File: src/rtl/timera_tar_ctrl.sv
// ---------------------------------------------------------------------------------------------
// timera_tar_ctrl
//  Sequencing controller for the TimerA count datapath. Holds TAxR and TAxCTL, turns the
//  asynchronous pre-divided TimerClock into a one-MCLK tick, loads TAxR from the count
//  block's next value on each tick while running, and arbitrates CPU writes against counting.
//  Also produces the TACLR strobe, the EQU0 compare and the TAIFG interrupt request.
//
// Parameters
//  SYNC_STAGES  TimerClock synchroniser depth (2..4)
//
// Ports
//  MCLK        in   system clock
//  reset       in   synchronous active-high reset
//  TimerClock  in   pre-divided timer clock, asynchronous to MCLK
//  ctl_we      in   CPU write strobe for TAxCTL
//  tar_we      in   CPU write strobe for TAxR
//  wdata       in   CPU write data [15:0]
//  taifg_clr   in   TAIFG clear strobe (TAIV read)
//  CCR0        in   compare-0 value [15:0]
//  TAxRnew     in   next count value from the count block [15:0]
//  TAIFGset    in   count block wrap indication (level)
//  TAxR        out  current count [15:0]
//  TAxCTL      out  control readback [15:0]
//  MC          out  mode control [1:0]
//  EQU0        out  TAxR == CCR0
//  wTACLR      out  one-cycle clear strobe to the count block
//  tick        out  synchronised TimerClock rising-edge pulse
//  TAIFG_irq   out  TAIE & TAIFG
// ---------------------------------------------------------------------------------------------
module timera_tar_ctrl #(
   parameter int unsigned SYNC_STAGES = 2
) (
   input  logic        MCLK,
   input  logic        reset,
   input  logic        TimerClock,
   input  logic        ctl_we,
   input  logic        tar_we,
   input  logic [15:0] wdata,
   input  logic        taifg_clr,
   input  logic [15:0] CCR0,
   input  logic [15:0] TAxRnew,
   input  logic        TAIFGset,
   output logic [15:0] TAxR,
   output logic [15:0] TAxCTL,
   output logic [1:0]  MC,
   output logic        EQU0,
   output logic        wTACLR,
   output logic        tick,
   output logic        TAIFG_irq
);

   typedef enum logic [1:0] {
      StStop = 2'd0,
      StRun  = 2'd1,
      StClr  = 2'd2
   } tarStateT;

   tarStateT    stateQ, stateD;
   logic [15:0] taxrQ, taxrD;
   logic [1:0]  tasselQ, idQ, mcQ;
   logic        taieQ, taifgQ, taifgD;

   // syncQ[SYNC_STAGES-1] is the last synchroniser stage, syncQ[SYNC_STAGES] the edge flop
   logic [SYNC_STAGES:0] syncQ;
   logic                 tickQ;

   logic clrWrite;
   logic runTick;
   logic hwSet;

   assign clrWrite = ctl_we & wdata[2];
   assign runTick  = (stateQ == StRun) & tickQ;
   // A wrap only flags when the tick actually won the TAxR arbitration
   assign hwSet    = runTick & TAIFGset & ~clrWrite & ~tar_we;

   // -------------------------------------------------------------------------------------------
   // Synchroniser and tick generation
   // -------------------------------------------------------------------------------------------
   always_ff @(posedge MCLK) begin
      if (reset) begin
         syncQ <= '0;
         tickQ <= 1'b0;
      end else begin
         syncQ <= {syncQ[SYNC_STAGES-1:0], TimerClock};
         tickQ <= syncQ[SYNC_STAGES-1] & ~syncQ[SYNC_STAGES];
      end
   end

   // -------------------------------------------------------------------------------------------
   // FSM next state
   // -------------------------------------------------------------------------------------------
   always_comb begin
      stateD = stateQ;
      case (stateQ)
         // mcQ already holds the MC written alongside TACLR
         StClr:   stateD = (mcQ != 2'd0) ? StRun : StStop;
         default: stateD = stateQ;
      endcase
      if (ctl_we) begin
         if (wdata[2]) begin
            stateD = StClr;
         end else if (wdata[5:4] != 2'd0) begin
            stateD = StRun;
         end else begin
            stateD = StStop;
         end
      end
   end

   // -------------------------------------------------------------------------------------------
   // TAxR and TAIFG next values
   // -------------------------------------------------------------------------------------------
   always_comb begin
      taxrD = taxrQ;
      if (clrWrite || (stateQ == StClr)) begin
         taxrD = 16'h0000;
      end else if (tar_we) begin
         taxrD = wdata;
      end else if (runTick) begin
         taxrD = TAxRnew;
      end
   end

   always_comb begin
      taifgD = taifgQ;
      if (hwSet || (ctl_we && wdata[0])) begin
         taifgD = 1'b1;
      end else if (taifg_clr || ctl_we) begin
         taifgD = 1'b0;
      end
   end

   // -------------------------------------------------------------------------------------------
   // State registers
   // -------------------------------------------------------------------------------------------
   always_ff @(posedge MCLK) begin
      if (reset) begin
         stateQ  <= StStop;
         taxrQ   <= 16'h0000;
         tasselQ <= 2'd0;
         idQ     <= 2'd0;
         mcQ     <= 2'd0;
         taieQ   <= 1'b0;
         taifgQ  <= 1'b0;
      end else begin
         stateQ <= stateD;
         taxrQ  <= taxrD;
         taifgQ <= taifgD;
         if (ctl_we) begin
            tasselQ <= wdata[9:8];
            idQ     <= wdata[7:6];
            mcQ     <= wdata[5:4];
            taieQ   <= wdata[1];
         end
      end
   end

   // -------------------------------------------------------------------------------------------
   // Outputs
   // -------------------------------------------------------------------------------------------
   assign TAxR      = taxrQ;
   // TACLR (bit 2) is a strobe and always reads back as 0
   assign TAxCTL    = {6'b000000, tasselQ, idQ, mcQ, 1'b0, 1'b0, taieQ, taifgQ};
   assign MC        = mcQ;
   assign EQU0      = (taxrQ == CCR0);
   assign wTACLR    = (stateQ == StClr);
   assign tick      = tickQ;
   assign TAIFG_irq = taieQ & taifgQ;

endmodule
File: config.mk
export PLATFORM = sky130hd
export DESIGN_NAME = timera_tar_ctrl
export DESIGN_NICKNAME = d
export VERILOG_FILES = /design/src/rtl/timera_tar_ctrl.sv
export SDC_FILE = /design/constraint.sdc
export NUM_CORES = 1
export LEC_CHECK = 0
export ABC_AREA = 1
export CORE_MARGIN = 5
export CORE_UTILIZATION = 42
export CTS_CLUSTER_DIAMETER = 120
export CTS_CLUSTER_SIZE = 16
export DETAILED_ROUTE_END_ITERATION = 16
export PLACE_DENSITY_LB_ADDON = 0.15
export SETUP_SLACK_MARGIN = 0.05
export SYNTH_ARGS = -nofsm -noshare
export SYNTH_HDL_FRONTEND = slang
export SYNTH_SLANG_ARGS = --single-unit
File: constraint.sdc
create_clock -name MCLK -period 2.8 [get_ports MCLK]
set_clock_uncertainty 0.2 [all_clocks]
set_input_delay 0.42 -clock MCLK [delete_from_list [all_inputs] [get_ports MCLK]]
set_output_delay 0.42 -clock MCLK [all_outputs]
set_load 0.02 [all_outputs]
* Word level (Yosys, flattened, before mapping)
Index checks and enable logic that the tools add are counted.
Storage, ports and cells: flip-flop bits (word level) 30, input port bits 55
Cells by class: equality and inequality tests 3, mux-type cells 9, bitwise operators 10, reductions and logical operators 10
Operator list (number):
- 2-to-1 mux 16 bit | 2
- == test 16 bit | 1
- nonzero test 2 bit | 5
- bitwise AND 1 bit | 7
- 2-to-1 mux 2 bit | 3
- 2-to-1 mux 1 bit | 4
- logical OR 1 bit | 3
- NOT 1 bit | 3
- == test 2 x 1 -> 1 bit, second input constant | 1
- == test 2 bit, second input constant | 1
- OR reduction 2 bit | 1
- logical AND 1 bit | 1

* Longest topological paths before layout
depth in word-level cells 7, gate-level depth with buffers 7, depth with buffers taken out 7

* Worst setup path after synthesis
No wires, ideal clock.
kind register to output, start point register taxrQ[15], in the netlist TAxR[15], end point output EQU0, arrival 1.085 ns, slack 1.095 ns, cell stages (with the launch flop) 6, buffers on the path 0, cells stage by stage dfxtp_1 > xnor2_1 > nand2_1 > nor2_1 > nand2_1 > nor2_1
Between the ends: cells in the longest elaborated chain, start to end 1
RTL lines:
- from (decl) | line 59 | logic [15:0] taxrQ, taxrD;
- from (signal assigned) | line 147 | taxrQ <= taxrD;
- == test 16 bit | line 165 | assign EQU0 = (taxrQ == CCR0);
- to (decl) | line 46 | output logic EQU0,
No other way between the ends.

* Final worst setup path
start point input CCR0[13], end point output EQU0
Between the ends: cells in the longest elaborated chain, start to end 1
RTL lines:
- from (decl) | line 40 | input logic [15:0] CCR0,
- == test 16 bit | line 165
No other way between the ends.

==> results.yml <==
status:
  status: "complete, no violations"
pwr:
  p_switching_w: 0.0003149
  vdd_ir_drop_max_v: 0.0002500
  p_seq_share_pct: 43.4
  p_per_area_nw_per_um2: 426.1
  p_clk_share_pct: 28.8
  p_leak_nw: 1.129
  p_int_w: 0.0007824
  power_frac_comb_pct: 27.8
  power_w: 0.001097
  power.share.switching_pct: 28.70
synth:
  synthSimpleGateAreaFrac_pct: 35.10
  synth_area_um2: 1747
  synth_top_family_by_area: "simple AND/OR/NAND/NOR gates"
  yosysSeqAreaShare_pct: 34.38
  synth.yosys.warnings: 0
  synthAdderAreaFrac_pct: 0
  avgSynthCellArea_um2: 6.796
  syn_inst: 257
  synth-xor-area-share_pct: 5.516
  ys_types: 26
  synth_seq_cells: 30
  synthMuxAreaShare_pct: 0
  synth_compound_area_share_pct: 8.596
timing:
  setup_viol: 0
  rsz0062_at_grt: "no"
  fin_crit_sh_pct: 91.29
  setup_tns_ps: 0
  slew_violations: 0
  post-route-min-period_ps: 2556
  finalHoldViolations: 0
  fmax_mhz: 391.2
clock_tree:
  post-cts-setup-buffers: 0
  cts_buffers: 5
  cts_resized: 0
  clk_pin_slew_ps: 60
  ctsHoldBuffers: 0
  h-tree-depth: 2
  cts.sinks: 30
  cts_tree: "done"
  clkLatencyLatePin_ps: 270
  clock_path_buffers: 2
  cts_root_buffer: "clkbuf_8"
setup_path:
  crit_type: "input port to output pin"
  ff2ff_path_depth: 5
  cp_slowest_cell: "clkdlybuf4s50_1"
  path_max_fanout: 1
  slowest_delay_ps: 600
  critPathRequiredTime_ps: 2180
  startpoint_type: "input port"
  arrival_ps: 1940
  cp_cell_sequence: "clkdlybuf4s50_1 -> xnor2_1 -> nand2_1 -> nor2_1 -> nand2_1 -> nor2_1 -> clkdlybuf4s50_1"
  cp-end-kind: "output pin"
job:
  maxCapViolations: 0
floorplan:
  initial_core_util_pct: 43.35
  ios: 93
  fp.dieArea_um2: 5549
  rows: 23
  core_area_um2: 4029
  fp.dieW_um: 74.49
  dieHeight_um: 74.49
route:
  dr.pass1.iters: 4
  via_per_inst: 4.434
  num_vias: 1707
  drt-total-wl_mm: 4.457
  wl_per_cell_um: 11.58
  antenna_left: 0
  drtIter0Drc: 58
  drc: 0
min_path:
  hp-class: "register to register"
  hold_path_depth: 1
grt:
  grt_max_degree: 20
  grt_pass1_vias: 1631
  overflow: 0
  antenna_found_initial: 0
  grt_usage_pct: 16.86
  grt_pass1_wl_mm: 7.251
finish:
  drive_gt1_share_pct: 8.358
  multi_input_area_um2: 889.6
  regArea_um2: 600.6
  final_nets: 390
  area_delta_synth_final_pct: 47.42
  fillers: 400
  insertedDiodeCount: 0
placed_design:
  dp_hpwl_mm: 3.531
  io_buffers: 84
  place.gp.congestion: 0.8350
==> cell type report <==
type | count | share of cell area [%]
clock buffer | 7 | 2.964
inverter | 22 | 3.790
multi-input combinational | 191 | 34.55
sequential | 30 | 23.32
tap | 50 | 2.430
timing repair buffer | 85 | 32.94
==> path summary, 6_finish.rpt <==
kind | startpoint | endpoint | slack (ps)
hold reg to reg | syncQ[2] | tick | 190
setup / recovery | CCR0[13] | EQU0 | 240
hold / removal | syncQ[2] | tick | 190
setup reg to reg | stateQ[0] | TAxR[1] | 1410
==> registers in the layout (all words and copies together) (netlist names) <==
signal / count
syncQ: 3
TAxR: 16
stateQ: 2
tick: 1
tasselQ: 2
taifgQ: 1
taieQ: 1
MC: 2
idQ: 2
==> routing by layer <==
| metal | up-vias | GRT usage, % | share of wire (%) |
|---|---|---|---|
| met3 | 7 | 5.541 | 9.9 |
| li1 | 917 | - | - |
| met5 | - | 0 | 0 |
| met4 | 0 | 6.126 | 1.5 |
| met2 | 61 | 26.34 | 46 |
| met1 | 722 | 21.71 | 43 |
==> power by group through the flow <==
stage                     Sequential [W]  Clock [W]  Combinational, W
after floorplan                 0.000507          0          0.000157
after global placement          0.000485          0          0.000303
after detailed placement        0.000486          0          0.000306
after CTS                       0.000477   0.000325          0.000308
after global routing            0.000481   0.000344          0.000336
final                           0.000476   0.000316          0.000305
==> worst max-delay path: cells and delay by family <==
family | cells | cell delay (ps)
buffers and inverters | 2 | 1080
AND/OR/NAND/NOR | 4 | 330
XOR/XNOR | 1 | 120
==> synth_stat cells <==
master,number,share of area (%)
a31oi_1,1,0.36
nor2_2,10,3.6
inv_6,1,0.50
inv_1,17,3.7
inv_2,2,0.43
dfxtp_1,30,34
nand2_1,81,17
a21oi_1,3,0.86
buf_6,4,2.6
nand2_4,3,1.9
buf_8,2,1.7
nand3_2,1,0.57
xnor2_1,11,5.5
inv_8,1,0.64
nand3_1,2,0.57
inv_4,1,0.36
conb_1,1,0.21
buf_4,14,6.0
o21ai_2,1,0.50
nor2_1,43,9.2
nor3_1,1,0.29
nor2_8,1,1.1
nand2_2,1,0.36
o21ai_0,14,4.0
buf_2,1,0.29
o21ai_1,10,2.9
==> layout by cell type (no fill, tap or decap) <==
cell / n
nand2_4: 3
clkbuf_1: 2
inv_2: 2
o21ai_2: 1
nand2_2: 1
nor2_8: 1
clkbuf_8: 5
inv_8: 1
xnor2_1: 11
o21ai_0: 14
nand2_1: 81
o21ai_1: 10
inv_6: 1
nand3_2: 1
dfxtp_1: 30
clkdlybuf4s50_1: 84
nor3_1: 1
inv_4: 1
a31oi_1: 1
conb_1: 8
inv_1: 17
buf_4: 1
a21oi_1: 3
nor2_1: 43
nand3_1: 2
nor2_2: 10
==> stage by stage <==
stage          setup slack, ps  hold slack, ps  utilization, %  std cells  area [µm²]
2_1_floorplan             1095           172.8               -        264        1773
3_3_place_gp             242.0           177.6           62.02        378        2499
3_5_place_dp             242.6           187.8           62.02        378        2499
4_1_cts                  230.5           196.5           63.91        385        2575
5_1_grt                  116.3           221.0           63.91        385        2575
6_report                 243.9           190.1           63.91        385        2575
==> logic make-up after synthesis <==
logic type,count (synthesis)
and+or+nand+nor,143
DFF,30
buffers and inverters,43
xor gates and xnor gates,11
AOI/OAI and AO/OA,29
other,1
No activity file was read; power rests on OpenSTA's default activity.
